--- src/rtl/seg7_scan_driver_pkg.sv ---
`default_nettype none
// +----------------------------------------------------------------------+
// | seg7_pkg                                                             |
// | Shared 7-segment types, blank constant and hex-to-segment encoder.   |
// | Rev 1.0                                                              |
// +----------------------------------------------------------------------+
package seg7_pkg;

  typedef logic [7:0] seg_t;

  localparam seg_t SEG_BLANK = 8'hFF;

  // dp is the lit request (1 = on); result is active-low {dp,g,f,e,d,c,b,a}
  function automatic seg_t hex2seg(logic [3:0] h, logic dp);
    logic [6:0] abc;
    case (h)
      4'h0:    abc = 7'h3F;
      4'h1:    abc = 7'h06;
      4'h2:    abc = 7'h5B;
      4'h3:    abc = 7'h4F;
      4'h4:    abc = 7'h66;
      4'h5:    abc = 7'h6D;
      4'h6:    abc = 7'h7D;
      4'h7:    abc = 7'h07;
      4'h8:    abc = 7'h7F;
      4'h9:    abc = 7'h6F;
      4'hA:    abc = 7'h77;
      4'hB:    abc = 7'h7C;
      4'hC:    abc = 7'h39;
      4'hD:    abc = 7'h5E;
      4'hE:    abc = 7'h79;
      default: abc = 7'h71;
    endcase
    return ~{dp, abc};
  endfunction

endpackage
`default_nettype wire

--- src/rtl/seg7_scan_driver_if.sv ---
`default_nettype none
// +----------------------------------------------------------------------+
// | seg7_scan_driver_if                                                  |
// | Display data in, digit select / segments / frame strobe out.         |
// | Rev 1.0                                                              |
// +----------------------------------------------------------------------+
interface seg7_scan_driver_if #(
  parameter int N_DIG = 8
);
  import seg7_pkg::*;

  logic               en;
  logic [4*N_DIG-1:0] value;
  logic [N_DIG-1:0]   dot;
  logic [N_DIG-1:0]   cs;
  seg_t               seg;
  logic               frame_done;

  modport master (output en, value, dot, input cs, seg, frame_done);
  modport slave  (input en, value, dot, output cs, seg, frame_done);

endinterface
`default_nettype wire

--- src/rtl/seg7_scan_driver_tick_gen.sv ---
`default_nettype none
// +----------------------------------------------------------------------+
// | scan_tick_gen                                                        |
// | Scan prescaler: one-clock tick every DIV clocks while en is high.    |
// | Rev 1.0                                                              |
// +----------------------------------------------------------------------+
module scan_tick_gen #(
  parameter int DIV = 50000
) (
  input  logic clk,
  input  logic rst_n,
  input  logic en,
  output logic tick
);

  localparam int             CW     = $clog2(DIV);
  localparam logic [CW-1:0]  c_last = CW'(DIV - 1);

  logic [CW-1:0] r_cnt;

  always_ff @(posedge clk or negedge rst_n) begin
    if (!rst_n) begin
      r_cnt <= '0;
    end else if (!en || r_cnt == c_last) begin
      r_cnt <= '0;
    end else begin
      r_cnt <= r_cnt + 1'b1;
    end
  end

  assign tick = en && (r_cnt == c_last);

endmodule
`default_nettype wire

--- src/rtl/seg7_scan_driver.sv ---
`default_nettype none
// +----------------------------------------------------------------------+
// | seg7_scan_driver                                                     |
// | N-digit common-anode scan driver with frame-aligned shadow register. |
// | Option: SEG7_LEADING_ZERO_BLANK_EN blanks leading zero digits.       |
// | Rev 1.0                                                              |
// +----------------------------------------------------------------------+
module seg7_scan_driver
  import seg7_pkg::*;
#(
  parameter int F_CLK  = 50000000,
  parameter int F_SCAN = 1000,
  parameter int N_DIG  = 8
) (
  input  logic                clk,
  input  logic                rst_n,
  seg7_scan_driver_if.slave   bus
);

  localparam int DIV = F_CLK / F_SCAN;
  localparam int PW  = (N_DIG > 1) ? $clog2(N_DIG) : 1;

  localparam logic [PW-1:0]    c_ptr_last = PW'(N_DIG - 1);
  localparam logic [N_DIG-1:0] c_one      = N_DIG'(1);

  localparam logic [1:0] c_st_idle = 2'd0;
  localparam logic [1:0] c_st_gap  = 2'd1;
  localparam logic [1:0] c_st_show = 2'd2;

  logic [1:0]         r_state;
  logic [1:0]         w_state_nxt;
  logic [PW-1:0]      r_ptr;
  logic [PW-1:0]      w_ptr_nxt;
  logic               r_en_q;
  logic [4*N_DIG-1:0] r_val_sh;
  logic [N_DIG-1:0]   r_dot_sh;
  logic [N_DIG-1:0]   r_cs;
  seg_t               r_seg;
  logic               r_frame_done;

  logic               w_run;
  logic               w_rise;
  logic               w_tick;
  logic               w_wrap;
  logic               w_load;
  logic [3:0]         w_nib;
  logic               w_dp;
  seg_t               w_digit_seg;
  logic [N_DIG-1:0]   w_cs_d;
  seg_t               w_seg_d;

  // Prescaler is held clear on the enable edge so the first window is full length
  assign w_run  = bus.en & r_en_q;
  assign w_rise = bus.en & ~r_en_q;
  assign w_wrap = w_tick & (r_ptr == c_ptr_last);
  assign w_load = w_rise | w_wrap;

  scan_tick_gen #(
    .DIV (DIV)
  ) u_tick (
    .clk   (clk),
    .rst_n (rst_n),
    .en    (w_run),
    .tick  (w_tick)
  );

  always_ff @(posedge clk or negedge rst_n) begin : p_state_reg
    if (!rst_n) begin
      r_state <= c_st_idle;
    end else begin
      r_state <= w_state_nxt;
    end
  end

  always_comb begin : p_next_state
    w_state_nxt = r_state;
    if (!bus.en) begin
      w_state_nxt = c_st_idle;
    end else if (w_rise || w_tick) begin
      w_state_nxt = c_st_gap;
    end else if (r_state == c_st_gap) begin
      w_state_nxt = c_st_show;
    end else if (r_state != c_st_show) begin
      w_state_nxt = c_st_gap;
    end
  end

  always_comb begin : p_ptr_next
    w_ptr_nxt = r_ptr;
    if (!bus.en || w_rise) begin
      w_ptr_nxt = '0;
    end else if (w_tick) begin
      w_ptr_nxt = w_wrap ? '0 : r_ptr + 1'b1;
    end
  end

`ifdef SEG7_LEADING_ZERO_BLANK_EN
  logic [N_DIG-1:0] w_blank_nxt;
  logic [N_DIG-1:0] r_blank;

  // Digit i blanks when it and every digit above it hold zero; digit 0 never blanks
  always_comb begin : p_blank_mask
    logic seen;
    seen        = 1'b0;
    w_blank_nxt = '0;
    for (int i = N_DIG - 1; i >= 1; i--) begin
      seen           = seen | (bus.value[4*i +: 4] != 4'h0);
      w_blank_nxt[i] = ~seen;
    end
  end

  always_ff @(posedge clk or negedge rst_n) begin : p_blank_reg
    if (!rst_n) begin
      r_blank <= '0;
    end else if (w_load) begin
      r_blank <= w_blank_nxt;
    end
  end
`endif

  always_comb begin : p_digit
    w_nib       = r_val_sh[{r_ptr, 2'b00} +: 4];
    w_dp        = r_dot_sh[r_ptr];
    w_digit_seg = hex2seg(w_nib, w_dp);
`ifdef SEG7_LEADING_ZERO_BLANK_EN
    if (r_blank[r_ptr]) begin
      w_digit_seg = {~w_dp, 7'h7F};
    end
`endif
  end

  // Any transition into gap or idle blanks; a digit is only driven leaving the gap
  always_comb begin : p_output
    w_cs_d  = r_cs;
    w_seg_d = r_seg;
    if (w_state_nxt != c_st_show) begin
      w_cs_d  = '1;
      w_seg_d = SEG_BLANK;
    end else if (r_state == c_st_gap) begin
      w_cs_d  = ~(c_one << r_ptr);
      w_seg_d = w_digit_seg;
    end
  end

  always_ff @(posedge clk or negedge rst_n) begin : p_data_reg
    if (!rst_n) begin
      r_ptr        <= '0;
      r_en_q       <= 1'b0;
      r_val_sh     <= '0;
      r_dot_sh     <= '0;
      r_cs         <= '1;
      r_seg        <= SEG_BLANK;
      r_frame_done <= 1'b0;
    end else begin
      r_ptr        <= w_ptr_nxt;
      r_en_q       <= bus.en;
      r_cs         <= w_cs_d;
      r_seg        <= w_seg_d;
      r_frame_done <= w_wrap;
      if (w_load) begin
        r_val_sh <= bus.value;
        r_dot_sh <= bus.dot;
      end
    end
  end

  assign bus.cs         = r_cs;
  assign bus.seg        = r_seg;
  assign bus.frame_done = r_frame_done;

endmodule
`default_nettype wire

--- src/flat_wrapper.sv ---
// flat-port wrapper written by rule: the top's interface ports become plain ports
module seg7_scan_driver_flat import seg7_pkg::*;
#(
  parameter int F_CLK  = 50000000,
  parameter int F_SCAN = 1000,
  parameter int N_DIG  = 8
)
  (clk, rst_n, bus_en, bus_value, bus_dot, bus_cs, bus_seg, bus_frame_done);
  seg7_scan_driver_if #(.N_DIG(N_DIG)) bus_i ();
  input  logic clk;
  input  logic rst_n;
  input wire logic [$bits(bus_i.en)-1:0] bus_en;
  input wire logic [$bits(bus_i.value)-1:0] bus_value;
  input wire logic [$bits(bus_i.dot)-1:0] bus_dot;
  output wire logic [$bits(bus_i.cs)-1:0] bus_cs;
  output wire logic [$bits(bus_i.seg)-1:0] bus_seg;
  output wire logic [$bits(bus_i.frame_done)-1:0] bus_frame_done;
  assign bus_i.en = bus_en;
  assign bus_i.value = bus_value;
  assign bus_i.dot = bus_dot;
  assign bus_cs = bus_i.cs;
  assign bus_seg = bus_i.seg;
  assign bus_frame_done = bus_i.frame_done;
  seg7_scan_driver #(.F_CLK(F_CLK), .F_SCAN(F_SCAN), .N_DIG(N_DIG)) u_core (.clk(clk), .rst_n(rst_n), .bus(bus_i));
endmodule
--- config.mk ---
export PLATFORM = sky130hd
export DESIGN_NAME = seg7_scan_driver_flat
export DESIGN_NICKNAME = d
export VERILOG_FILES = /design/src/rtl/seg7_scan_driver_pkg.sv /design/src/rtl/seg7_scan_driver_if.sv /design/src/rtl/seg7_scan_driver_tick_gen.sv /design/src/rtl/seg7_scan_driver.sv /design/src/flat_wrapper.sv
export SDC_FILE = /design/constraint.sdc
export NUM_CORES = 1
export LEC_CHECK = 0
export CAP_MARGIN = 0
export CORE_ASPECT_RATIO = 0.5
export CORE_MARGIN = 4
export CORE_UTILIZATION = 49
export DETAILED_ROUTE_END_ITERATION = 12
export PLACE_DENSITY = 0.76
export SLEW_MARGIN = 20
export SYNTH_ARGS = -nofsm -noshare
export SYNTH_HDL_FRONTEND = slang
export SYNTH_SLANG_ARGS = --single-unit
--- constraint.sdc ---
create_clock -name clk -period 2.9 [get_ports clk]
set_clock_uncertainty 0.2 [all_clocks]
set_input_delay 0.87 -clock clk [delete_from_list [all_inputs] [get_ports clk]]
set_output_delay 0.87 -clock clk [all_outputs]
set_load 0.1 [all_outputs]
=== After elaboration in Yosys (flattened, before gate mapping) ===
Memory sizes are Yosys's and may differ from the RTL's.
Cells that the tools add are included.

* ROM bits: 112
* Memories: 1
* Output and inout bits: 17
* Flip-flop bits (word level): 79

{| class="wikitable"
|+ Memory list
! name !! words !! width !! read ports !! clocked after memory_dff !! write ports !! line !! text
|-
| (name not given) || 16 || 7 || 1 || 0 || 0 || seg7_scan_driver_pkg.sv:16 || <nowiki>case (h)</nowiki>
|}

* Magnitude comparators: 1
* Shift-type cells: 2
* Reduce and logical (&&, ||, !) cells: 8
* Bitwise operators: 7
* Multiplexer cells: 14
* Eq/ne operators: 5
* Add/sub/neg operators: 2

{| class="wikitable"
|+ Operators with widths
! cell !! number
|-
| 8-bit two-way mux || 4
|-
| 32-bit by 6-bit variable part select with 4-bit output || 1
|-
| 16-bit by 1-bit adder with 16-bit output (second input constant) || 1
|-
| 16-bit equality test (second input constant) || 1
|-
| 16-bit two-way mux || 1
|-
| 8-bit inverter || 2
|-
| 3-bit two-way mux || 3
|-
| 2-bit two-way mux || 4
|-
| 1-bit by 3-bit left shift with 8-bit output (first input constant) || 1
|-
| 3-bit by 4-bit < comparator with 1-bit output (second input constant) || 1
|-
| 2-bit inequality test (second input constant) || 2
|-
| 2-bit nonzero test || 2
|-
| 3-bit by 1-bit adder with 3-bit output (second input constant) || 1
|-
| 1-bit bitwise AND || 3
|-
| 1-bit binary-select mux with 3-bit select || 1
|-
| 3-bit equality test (second input constant) || 1
|-
| 1-bit logical OR || 3
|-
| 2-bit by 1-bit equality test with 1-bit output (second input constant) || 1
|-
| 1-bit zero test || 2
|-
| 1-bit logical AND || 1
|-
| 1-bit two-way mux || 1
|-
| 1-bit inverter || 1
|-
| 1-bit OR || 1
|}

=== Depth between registers and ports, before layout ===
Gate-level depths: netlist of run 1.

* Depth in word-level cells: 7
* Depth in mapped cells: 9
* Mapped depth without buffers: 8

=== Cells and area by module ===
From an unflattened synthesis of run 1, not the netlist that was laid out.

* Cell total of the unflattened synthesis: 315
* Area total of the unflattened synthesis: 3834.9 sq um

{| class="wikitable"
|+ By module, submodules not included
! module !! cells each !! instances !! sequential area each (sq um) !! area each (sq um)
|-
| seg7_scan_driver || 233 || 1 || 1596.5 || 3022.9
|-
| scan_tick_gen || 82 || 1 || 400.4 || 812.0
|}

=== Least setup slack after synthesis of run 1 ===
Ideal clock, no wire load.

* Path type: reg2reg
* From: register u_core.r_ptr[0]
* To: register u_core.r_seg[3] (netlist: u_core.bus.seg[3])
* Period minus slack after synthesis: 2.715 ns
* Buffers on the path: 1
* Arrival time: 2.430 ns
* Slack: 0.185 ns
* Stages on the path, launching flop included: 9
* Library setup time: 0.086 ns
* Required time: 2.614 ns
* Cell sequence: dfrtp_1 > buf_2 > mux4_2 > mux2i_1 > inv_1 > ha_1 > mux2_2 > mux2i_1 > o21ai_0

* Longest elaborated chain between the ends: 5

{| class="wikitable"
|+ RTL lines
! element !! line !! text
|-
| from (decl) || seg7_scan_driver.sv:32 || <nowiki>logic [PW-1:0] r_ptr;</nowiki>
|-
| from (signal assigned) || seg7_scan_driver.sv:155 || <nowiki>r_ptr <= w_ptr_nxt;</nowiki>
|-
| 32-bit by 6-bit variable part select with 4-bit output || seg7_scan_driver.sv:122 || <nowiki>w_nib = r_val_sh[{r_ptr, 2'b00} +: 4];</nowiki>
|-
| memory read 16 x 7 bit || -- ||
|-
| 8-bit inverter || seg7_scan_driver_pkg.sv:34 || <nowiki>return ~{dp, abc};</nowiki>
|-
| 8-bit two-way mux || seg7_scan_driver.sv:139 || <nowiki>end else if (r_state == c_st_gap) begin</nowiki>
|-
| 8-bit two-way mux || seg7_scan_driver.sv:136 || <nowiki>if (w_state_nxt != c_st_show) begin</nowiki>
|-
| to (signal assigned) || seg7_scan_driver.sv:158 || <nowiki>r_seg <= w_seg_d;</nowiki>
|-
| to (decl) || seg7_scan_driver.sv:38 || <nowiki>seg_t r_seg;</nowiki>
|}

Every way passes these cells. The select of a mux whose other input is x is not followed.
A chain may end at the register's enable or synchronous reset.

=== Worst setup path in the final report of run 1 ===
* From: register u_core.u_tick.r_cnt[7]
* To: register u_core.r_dot_sh[7]

* Longest elaborated chain between the ends: 4

{| class="wikitable"
|+ RTL lines
! element !! line !! text
|-
| from (decl) || seg7_scan_driver_tick_gen.sv:19 || <nowiki>logic [CW-1:0] r_cnt;</nowiki>
|-
| from (signal assigned) || seg7_scan_driver_tick_gen.sv:27 || <nowiki>r_cnt <= r_cnt + 1'b1;</nowiki>
|-
| 16-bit equality test || seg7_scan_driver_tick_gen.sv:31 || <nowiki>assign tick = en && (r_cnt == c_last);</nowiki>
|-
| 1-bit logical AND || seg7_scan_driver_tick_gen.sv:31 ||
|-
| 1-bit bitwise AND || seg7_scan_driver.sv:55 || <nowiki>assign w_wrap = w_tick & (r_ptr == c_ptr_last);</nowiki>
|-
| 1-bit OR || seg7_scan_driver.sv:56 || <nowiki>assign w_load = w_rise | w_wrap;</nowiki>
|-
| to (signal assigned) || seg7_scan_driver.sv:162 || <nowiki>r_dot_sh <= bus.dot;</nowiki>
|-
| to (decl) || seg7_scan_driver.sv:36 || <nowiki>logic [N_DIG-1:0] r_dot_sh;</nowiki>
|}

Every way passes these cells.

==> results of run 1 <==
stage by stage:
| step | setup slack [ps] | hold slack [ps] | cells |
|---|---|---|---|
| detailed placement | 252 | 249 | 475 |
| global placement | 299 | 233 | 475 |
| CTS | 266 | 193 | 491 |
| global route | 138 | 203 | 491 |
| floorplan | 185 | 224 | 310 |
| finish | 261 | 197 | 491 |
Yosys cell counts (6+ instances only):
cell type	n	area [um^2]
a21oi_1	11	55.1
buf_2	6	30.0
dfrtp_1	63	1580
dfstp_2	16	420
ha_1	14	175
inv_1	12	45.0
mux2_4	40	601
mux2i_1	7	70.1
mux4_2	10	225
nand2_1	22	82.6
nand3_1	14	70.1
nor2_1	18	67.6
o21ai_0	17	85.1
path summary, 6_finish.rpt:
path                                                   from                                to  slack, ps  depth (start not counted)
setup reg to reg           u_core.u_tick.r_cnt[7]$_DFF_PN0_    u_core.r_dot_sh[7]$_DFFE_PN0P_        260                          6
max in group asynchronous                             rst_n     u_core.bus.seg[6]$_DFFE_PN1P_       1700                          2
hold / removal                                        rst_n   u_core.r_val_sh[24]$_DFFE_PN0P_        200                          1
hold reg to reg            u_core.u_tick.r_cnt[0]$_DFF_PN0_  u_core.u_tick.r_cnt[0]$_DFF_PN0_        280                          1
min in group clk           u_core.u_tick.r_cnt[0]$_DFF_PN0_  u_core.u_tick.r_cnt[0]$_DFF_PN0_        280                          1
setup / recovery           u_core.u_tick.r_cnt[7]$_DFF_PN0_    u_core.r_dot_sh[7]$_DFFE_PN0P_        260                          6
power by group through the flow:
stage | logic [mW] | registers (mW) | clock network [mW]
2_1_floorplan | 0.281 | 1.28 | 0
3_3_place_gp | 0.437 | 1.26 | 0
3_5_place_dp | 0.453 | 1.27 | 0
4_1_cts | 0.459 | 1.25 | 1.37
5_1_grt | 0.493 | 1.26 | 1.42
6_report | 0.455 | 1.25 | 1.36
flip-flops by register name, indices dropped and copies added, names as in the netlist:
name,flops
u_core.r_en_q,1
u_core.u_tick.r_cnt,16
u_core.bus.cs,8
u_core.r_dot_sh,8
u_core.bus.frame_done,1
u_core.r_ptr,3
u_core.r_state,2
u_core.bus.seg,8
u_core.r_val_sh,32
layer usage:
metal / vias up / wire (um) / global-route usage (%)
met4: 0 / 194 / 5.92
met3: 18 / 334 / 6.17
met1: 1367 / 3740 / 24.4
met5: - / 0 / 0
li1: 1236 / - / -
met2: 54 / 4220 / 32.2
logic make-up (layout without fill, tap and decap cells):
logic type	Yosys count	after routing	synth area share, %
AO/OA/AOI/OAI	38	38	5.43
adder cells (fa/ha/maj)	14	14	4.42
XOR/XNOR	10	10	2.21
buffers and inverters	28	101	3.60
flip-flops	79	79	50.4
AND/OR/NAND/NOR	81	81	10.5
multiplexers	60	60	23.5
critical path, cell delays in order (launching register included):
cell and delay [ps]:
dfrtp_1 420, or4b_1 560, nor4_2 330, nand2_1 100, a21bo_2 330, buf_12 240, mux2_4 320
layout by cell type, fill, tap and decap left out, types with 5 or more instances in the layout:
cell type         n
dfrtp_1          63
clkdlybuf4s50_1  41
mux2_4           40
buf_4            27
nand2_1          22
nor2_1           18
o21ai_0          17
dfstp_2          16
nand3_1          14
ha_1             14
inv_1            12
a21oi_1          11
mux4_2           10
clkbuf_16         9
mux2i_1           7
xnor2_1           5
xor2_1            5
nor3_1            5
final cells by class:
| class | count | area [um^2] | area share, % |
|---|---|---|---|
| clock buffer | 9 | 225 | 4.48 |
| clock inverter | 7 | 135 | 2.69 |
| multi-input combinational | 203 | 1820 | 36.3 |
| tap | 108 | 135 | 2.69 |
| inverter | 14 | 52.6 | 1.05 |
| sequential | 79 | 2000 | 39.7 |
| timing repair buffer | 71 | 658 | 13.1 |
==> results.sh, run 1 <==
export IMPL_status="complete, no violations"
export IMPL_finalSetupTns_ps=0
export IMPL_die_w_um=135
export IMPL_portBuffers=59
export IMPL_end_kind="register"
export IMPL_drc=0
export IMPL_p_per_area_nw_per_um2=610
export IMPL_postCtsSetupBuffers=0
export IMPL_htreeDepth=3
export IMPL_finalHoldViolations=0
export IMPL_cts_resized=0
export IMPL_grt_first_pass_wirelength_um=14600
export IMPL_period_needed_ps=2640
export IMPL_cts_tree="done"
export IMPL_wire_per_inst_um=17.3
export IMPL_root_buffer="clkbuf_16"
export IMPL_start_kind="register"
export IMPL_slew_viol_final=0
export IMPL_max_vdd_ir_drop_v=0.000306
export IMPL_ios=60
export IMPL_grt_overflow_total=0
export IMPL_numCtsBuffers=9
export IMPL_numClockSinks=79
export IMPL_power_mw=3.06
export IMPL_clock_fmax_ghz=0.379
export IMPL_p_leak_nw=2.22
export IMPL_start_util_pct=52.2
export IMPL_ys_seq_area_share_pct=50.4
export IMPL_p_switching_mw=0.685
export IMPL_max_slew_worst_pin_slew_ps=650
export IMPL_finalSetupViolCount=0
export IMPL_antenna_found_initial=0
export IMPL_swShare_pct=22.4
export IMPL_period_share_pct=91.0
export IMPL_vias=2675
export IMPL_clk_path_buf_depth=2
export IMPL_dp_hpwl_um=5970
export IMPL_final_util_pct=66.2
export IMPL_fp_coreArea_um2=7600
export IMPL_cts_clk_slew_worst_paths_ps=60
export IMPL_nFillCells=547
export IMPL_max_cap_violations=0
export IMPL_worstPathArrival_ps=2660
export IMPL_synthFlopType="dfrtp_1"
export IMPL_fin_nets=435
export IMPL_num_antenna_cells=0
export IMPL_yosys_cell_types_count=39
export IMPL_wl_um=8490
export IMPL_crit_required_ps=2920
export IMPL_drt_pre_antenna_iters=4
export IMPL_ys_warn_count=0
export IMPL_cp_max_fo=34
export IMPL_netlist_instances=310
export IMPL_critical_path_class="register to register"
export IMPL_gp_congestion=0.857
export IMPL_grt_setup_unrepaired="false"
export IMPL_slew_headroom_pct=56.7
export IMPL_design_area_um2=5030
export IMPL_grt_start_max_net_pins=54
export IMPL_synth_edf_count=0
export IMPL_die_h_um=71.6
export IMPL_antenna_left=0
export IMPL_areaGrowthSynthToFinish_pct=26.8
export IMPL_ys_ff_latch=79
export IMPL_combPwrFrac_pct=14.8
export IMPL_avgSynthCellArea_um2=12.8
export IMPL_vias_per_cell=5.45
export IMPL_sequentialPowerShare_pct=40.9
export IMPL_async_flop_share_pct=100
export IMPL_power_frac_clock_pct=44.2
export IMPL_synth_area_um2=3960
export IMPL_synth_nets=367
export IMPL_insertion_delay_ps=340
export IMPL_drive_gt1_share_pct=31.6
export IMPL_internal_power_mw=2.38
export IMPL_ctsHoldBuffers=0
export IMPL_hp_class="primary input to asynchronous set/reset pin"
export IMPL_postPlaceCellArea_um2=4670
export IMPL_dieArea_um2=9680
export IMPL_rows=22
export IMPL_first_iter_violations=165
export IMPL_grt_pass1_vias=2923
export IMPL_grt_usage_pct=19.3
(Power assumes the default switching activity.)
==> inputs of run 2 (changes only) <==
--- a/config.mk
+++ b/config.mk
@@ -7,9 +7,11 @@
 export LEC_CHECK = 0
 export CAP_MARGIN = 0
 export CORE_ASPECT_RATIO = 0.5
-export CORE_MARGIN = 4
+export CORE_MARGIN = 3
 export CORE_UTILIZATION = 49
 export DETAILED_ROUTE_END_ITERATION = 12
+export GPL_TIMING_DRIVEN = 0
+export HOLD_SLACK_MARGIN = 0.02
 export PLACE_DENSITY = 0.76
 export SLEW_MARGIN = 20
 export SYNTH_ARGS = -nofsm -noshare
==> run 2 against run 1 <==
Effect of this change:
- wire length decreased by 2.1%
- register-to-register slack got worse by 40 ps
- critical path type is now register to output pin
- power decreased by 12%
- critical endpoint is now bus_frame_done
- sequential cell count unchanged
- largest cell class unchanged
==> results.sh, run 2 (synthesized netlist as in run 1, its figures left out) <==
export IMPL_drc=0
export IMPL_grt_pass1_vias=2820
export IMPL_grt_overflow_total=0
export IMPL_dp_hpwl_um=5910
export IMPL_grt_setup_unrepaired="false"
export IMPL_finalSetupViolCount=0
export IMPL_mostFrequentLayoutCell="dfrtp_1"
export IMPL_grt_usage_pct=19.4
export IMPL_crit_slowest_cell="clkdlybuf4s50_1"
export IMPL_top_register="u_core.r_val_sh"
export IMPL_ios=60
export IMPL_end_kind="output pin"
export IMPL_die_h_um=69.6
export IMPL_p_leak_nw=2.14
export IMPL_path_buf_inv=1
export IMPL_start_util_pct=52.3
export IMPL_gp_congestion=0.911
export IMPL_crit_required_ps=1830
export IMPL_worstRegToRegCells=8
export IMPL_drt_pre_antenna_iters=4
export IMPL_vias_per_cell=5.42
export IMPL_fp_coreArea_um2=7570
export IMPL_period_needed_ps=2860
export IMPL_wl_um=8310
export IMPL_power_mw=2.70
export IMPL_slew_headroom_pct=35.6
export IMPL_fin_nets=440
export IMPL_numCtsBuffers=9
export IMPL_rows=22
export IMPL_final_cell_mix="62 x dfrtp_1, 42 x clkdlybuf4s50_1, 40 x mux2_4"
export IMPL_start_kind="register"
export IMPL_worstPathArrival_ps=1790
export IMPL_slew_viol_final=0
export IMPL_clk_path_buf_depth=2
export IMPL_insertion_delay_ps=340
export IMPL_status="complete, no violations"
export IMPL_max_cap_violations=0
export IMPL_reg_top3="u_core.r_val_sh x32, u_core.u_tick.r_cnt x16"
export IMPL_ctsHoldBuffers=0
export IMPL_first_iter_violations=168
export IMPL_vias=2677
export IMPL_max_vdd_ir_drop_v=0.000305
export IMPL_crit_cells=1
export IMPL_critical_path_class="register to output pin"
export IMPL_crit_path_cell_trace="clkdlybuf4s50_1"
export IMPL_grt_first_pass_wirelength_um=14100
export IMPL_cts_tree="done"
export IMPL_antenna_found_initial=0
export IMPL_max_stage_delay_ps=1120
export IMPL_clock_fmax_ghz=0.350
export IMPL_dp_cells=478
export IMPL_htreeDepth=3
export IMPL_die_w_um=133
export IMPL_num_antenna_cells=0
export IMPL_finalHoldViolations=0
export IMPL_largest_register_ffs=32
export IMPL_stdcell_count=494
export IMPL_finalSetupTns_ps=0
export IMPL_hp_class="primary input to asynchronous set/reset pin"
export IMPL_dieArea_um2=9270
export IMPL_period_share_pct=98.6
export IMPL_portBuffers=59
export IMPL_areaGrowthSynthToFinish_pct=26.0
export IMPL_nFillCells=536
export IMPL_cp_max_fo=1
export IMPL_max_slew_worst_pin_slew_ps=963
export IMPL_drive_gt1_share_pct=27.7
export IMPL_numClockSinks=79
export IMPL_path_delay_family="buffers and inverters"
export IMPL_cts_clk_slew_worst_paths_ps=60
export IMPL_p_per_area_nw_per_um2=541
export IMPL_wire_per_inst_um=16.8
export IMPL_grt_start_max_net_pins=62
export IMPL_antenna_left=0
export IMPL_root_buffer="clkbuf_16"
[run 2: cell types whose count changed in the layout (fill, tap and decap cells not counted), moves of 2 or more]
cell	before	now
buf_12	2	0
buf_2	1	6
buf_4	27	3
buf_6	0	5
bufinv_16	4	0
clkbuf_1	0	3
dlygate4sd2_1	0	16
mux2i_1	7	5
mux2i_4	0	2
[run 2: final cells by class]
class | count | area (um^2) | share of cell area [%]
inverters | 14 | 52.6 | 1.05
flip-flops and latches | 79 | 2000 | 40.0
well taps | 108 | 135 | 2.71
clock buffers | 9 | 225 | 4.51
plain buffers | 14 | 97.6 | 1.95
clock inverters | 5 | 27.5 | 0.551
repair buffers | 62 | 611 | 12.2
multi-input cells | 203 | 1850 | 37.0
[run 2: path summary, 6_finish.rpt]
check,start,to,slack [ps]
setup / recovery,u_core.bus.frame_done$_DFF_PN0_,bus_frame_done,40
hold / removal,rst_n,u_core.r_val_sh[1]$_DFFE_PN0P_,210
setup reg to reg,u_core.r_ptr[0]$_DFFE_PN0P_,u_core.bus.seg[3]$_DFFE_PN1P_,220
hold reg to reg,u_core.u_tick.r_cnt[0]$_DFF_PN0_,u_core.u_tick.r_cnt[0]$_DFF_PN0_,260
max in group asynchronous,rst_n,u_core.bus.seg[7]$_DFFE_PN1P_,1690
min in group clk,u_core.u_tick.r_cnt[0]$_DFF_PN0_,u_core.u_tick.r_cnt[0]$_DFF_PN0_,260
[run 2: power by group]
| part | internal, mW | switching (mW) | total [mW] |
|---|---|---|---|
| Clock | 0.562 | 0.420 | 0.982 |
| Sequential | 1.20 | 0.0515 | 1.25 |
| Combinational | 0.263 | 0.206 | 0.469 |
| Total | 2.02 | 0.677 | 2.70 |
[run 2: through the flow]
step	cell area, um^2	hold slack [ps]	setup WS [ps]	util, %
after detailed placement	4710	257	-391	62.3
final	4990	208	41.8	66.0
after floorplan	3960	224	185	-
after global routing	4990	212	12.9	66.0
after CTS	4970	206	27.6	65.6
after global placement	4690	235	-1720	61.9
[run 2: layer usage]
layer	vias up	track usage [%]	part of all wire (%)	routed length [um]
li1	1247	-	-	-
met1	1375	25.9	46	3800
met2	45	30.6	49	4050
met3	10	5.65	4.4	369
met4	0	6.84	1.1	88
met5	-	0	0	0
[run 2: what timing repair did]
| item | in CTS | in global routing |
|---|---|---|
| setup buffers | 0 | 2 |
| cloned | 0 | 0 |
| endpoints found under the setup margin | 23 | 4 |
| resized for setup | 22 | 2 |
==> inputs of run 3 (changes only) <==
--- a/config.mk
+++ b/config.mk
@@ -5,7 +5,6 @@
 export SDC_FILE = /design/constraint.sdc
 export NUM_CORES = 1
 export LEC_CHECK = 0
-export CAP_MARGIN = 0
 export CORE_ASPECT_RATIO = 0.5
 export CORE_MARGIN = 3
 export CORE_UTILIZATION = 49
@@ -13,7 +12,7 @@
 export GPL_TIMING_DRIVEN = 0
 export HOLD_SLACK_MARGIN = 0.02
 export PLACE_DENSITY = 0.76
-export SLEW_MARGIN = 20
+export SLEW_MARGIN = 25
 export SYNTH_ARGS = -nofsm -noshare
 export SYNTH_HDL_FRONTEND = slang
 export SYNTH_SLANG_ARGS = --single-unit
==> run 3 against run 2 <==
Effect of this change:
- critical path depth unchanged
- sequential cell count unchanged
- register-to-register slack about the same
- largest cell class unchanged
- design area up 1.2%
- setup slack better by 6.2 ps
- hold slack better by 16 ps
- clock-buffer cell count up 2
- first-iteration DRC count up 1.8%
- non-clock buffer count unchanged
- maximum frequency up 0.22%
==> results.sh, run 3 (synthesized netlist as in run 1, its figures left out) <==
export IMPL_fin_nets=440
export IMPL_seq_area_um2=2000
export IMPL_clock_fmax_ghz=0.351
export IMPL_hp_class="primary input to asynchronous set/reset pin"
export IMPL_ios=60
export IMPL_grtUsageMet3_pct=5.14
export IMPL_wire_per_inst_um=16.6
export IMPL_gp_congestion=0.911
export IMPL_portBuffers=59
export IMPL_p_leak_nw=2.16
export IMPL_max_slew_worst_pin_slew_ps=962
export IMPL_slew_viol_final=0
export IMPL_finalSetupTns_ps=0
export IMPL_dieArea_um2=9270
export IMPL_final_util_pct=66.8
export IMPL_antenna_left=0
export IMPL_combPwrFrac_pct=16.1
export IMPL_first_iter_violations=171
export IMPL_die_h_um=69.6
export IMPL_grt_first_pass_wirelength_um=14000
export IMPL_die_w_um=133
export IMPL_crit_slowest_cell="clkdlybuf4s50_1"
export IMPL_cts_tree="done"
export IMPL_max_stage_delay_ps=1120
export IMPL_grt_pass1_vias=2815
export IMPL_antenna_found_initial=0
export IMPL_final_cell_mix="62 x dfrtp_1, 42 x clkdlybuf4s50_1, 40 x mux2_4"
export IMPL_path_delay_family="buffers and inverters"
export IMPL_wl_um=8220
export IMPL_critical_path_class="register to output pin"
export IMPL_clk_path_buf_depth=2
export IMPL_timing_hold_ws_ps=224
export IMPL_drive_gt1_share_pct=27.6
export IMPL_ctsHoldBuffers=0
export IMPL_drt_pre_antenna_iters=4
export IMPL_end_kind="output pin"
export IMPL_top_register="u_core.r_val_sh"
export IMPL_rows=22
export IMPL_worstPathArrival_ps=1780
export IMPL_finalSetupViolCount=0
export IMPL_grt_setup_unrepaired="false"
export IMPL_drc=0
export IMPL_areaGrowthSynthToFinish_pct=27.6
export IMPL_mostFrequentLayoutCell="dfrtp_1"
export IMPL_power_frac_clock_pct=41.0
export IMPL_max_cap_violations=0
export IMPL_cts_clk_slew_worst_paths_ps=60
export IMPL_period_share_pct=98.3
export IMPL_dp_hpwl_um=5910
export IMPL_largest_register_ffs=32
export IMPL_htreeDepth=3
export IMPL_finalHoldViolations=0
export IMPL_path_buf_inv=1
export IMPL_crit_path_cell_trace="clkdlybuf4s50_1"
export IMPL_start_util_pct=52.3
export IMPL_root_buffer="clkbuf_16"
export IMPL_worstRegToRegCells=8
export IMPL_max_vdd_ir_drop_v=0.000326
export IMPL_vias=2636
export IMPL_reg_top3="u_core.r_val_sh x32, u_core.u_tick.r_cnt x16"
export IMPL_numCtsBuffers=9
export IMPL_use_met2_pct=30.9
export IMPL_period_needed_ps=2850
export IMPL_design_area_um2=5050
export IMPL_crit_cells=1
export IMPL_swShare_pct=23.3
export IMPL_postPlaceCellArea_um2=4710
export IMPL_cp_max_fo=1
export IMPL_grt_overflow_total=0
export IMPL_start_kind="register"
export IMPL_use_met1_pct=25.5
export IMPL_insertion_delay_ps=330
export IMPL_num_antenna_cells=0
export IMPL_multi_input_area_um2=1850
export IMPL_nFillCells=522
export IMPL_grt_start_max_net_pins=60
export IMPL_status="complete, no violations"
export IMPL_internal_power_mw=2.23
export IMPL_fp_coreArea_um2=7570
export IMPL_vias_per_cell=5.33
export IMPL_grt_usage_pct=19.2
export IMPL_grt_busiest_layer="met2"
export IMPL_slew_headroom_pct=35.6
export IMPL_p_switching_mw=0.679
export IMPL_numClockSinks=79
export IMPL_crit_required_ps=1830
export IMPL_p_per_area_nw_per_um2=575
export IMPL_sequentialPowerShare_pct=43.0
-- run 3: layer usage --
| metal | vias to the layer above | wire (um) |
|---|---|---|
| li1 | 1242 | - |
| met1 | 1334 | 3770 |
| met2 | 49 | 4040 |
| met3 | 11 | 318 |
| met4 | 0 | 89 |
| met5 | - | 0 |
-- run 3: power by group through the flow --
stage	combinational, mW	clock [mW]	sequential, mW
floorplan	0.281	0	1.28
global placement	0.436	0	1.26
detailed placement	0.454	0	1.27
CTS	0.462	1.21	1.25
global route	0.506	1.26	1.26
finish	0.467	1.19	1.25
-- run 3: final timing paths --
| kind | from | to | slack (ps) |
|---|---|---|---|
| max | u_core.bus.frame_done$_DFF_PN0_ | bus_frame_done | 50 |
| min | rst_n | u_core.r_val_sh[1]$_DFFE_PN0P_ | 220 |
| max reg2reg | u_core.r_ptr[0]$_DFFE_PN0P_ | u_core.bus.seg[3]$_DFFE_PN1P_ | 220 |
| min reg2reg | u_core.u_tick.r_cnt[0]$_DFF_PN0_ | u_core.u_tick.r_cnt[0]$_DFF_PN0_ | 260 |
| max in group asynchronous | rst_n | u_core.bus.seg[7]$_DFFE_PN1P_ | 1680 |
| min in group clk | u_core.u_tick.r_cnt[0]$_DFF_PN0_ | u_core.u_tick.r_cnt[0]$_DFF_PN0_ | 260 |
-- run 3: final cells by class --
| class | instances | area share (%) |
|---|---|---|
| Sequential cell | 79 | 39.5 |
| Multi-Input combinational cell | 203 | 36.6 |
| Timing Repair Buffer | 62 | 12.1 |
| Clock buffer | 11 | 4.80 |
| Tap cell | 108 | 2.67 |
| Buffer | 14 | 1.93 |
| Clock inverter | 4 | 1.39 |
| Inverter | 14 | 1.04 |
-- run 3: through the flow --
| step | power (mW) | instances | setup WS [ps] |
|---|---|---|---|
| after floorplan | 1.56 | 310 | 185 |
| after global placement | 1.70 | 477 | -1720 |
| after detailed placement | 1.72 | 478 | -371 |
| after CTS | 2.92 | 493 | 28.7 |
| after global routing | 3.03 | 495 | 14.9 |
| final | 2.91 | 495 | 48.0 |
-- run 3: timing repair --
action                                  CTS  global route
hold endpoints to repair                  0             0
resized for setup                        22             2
setup buffers                             0             2
endpoints found under the setup margin   23             3
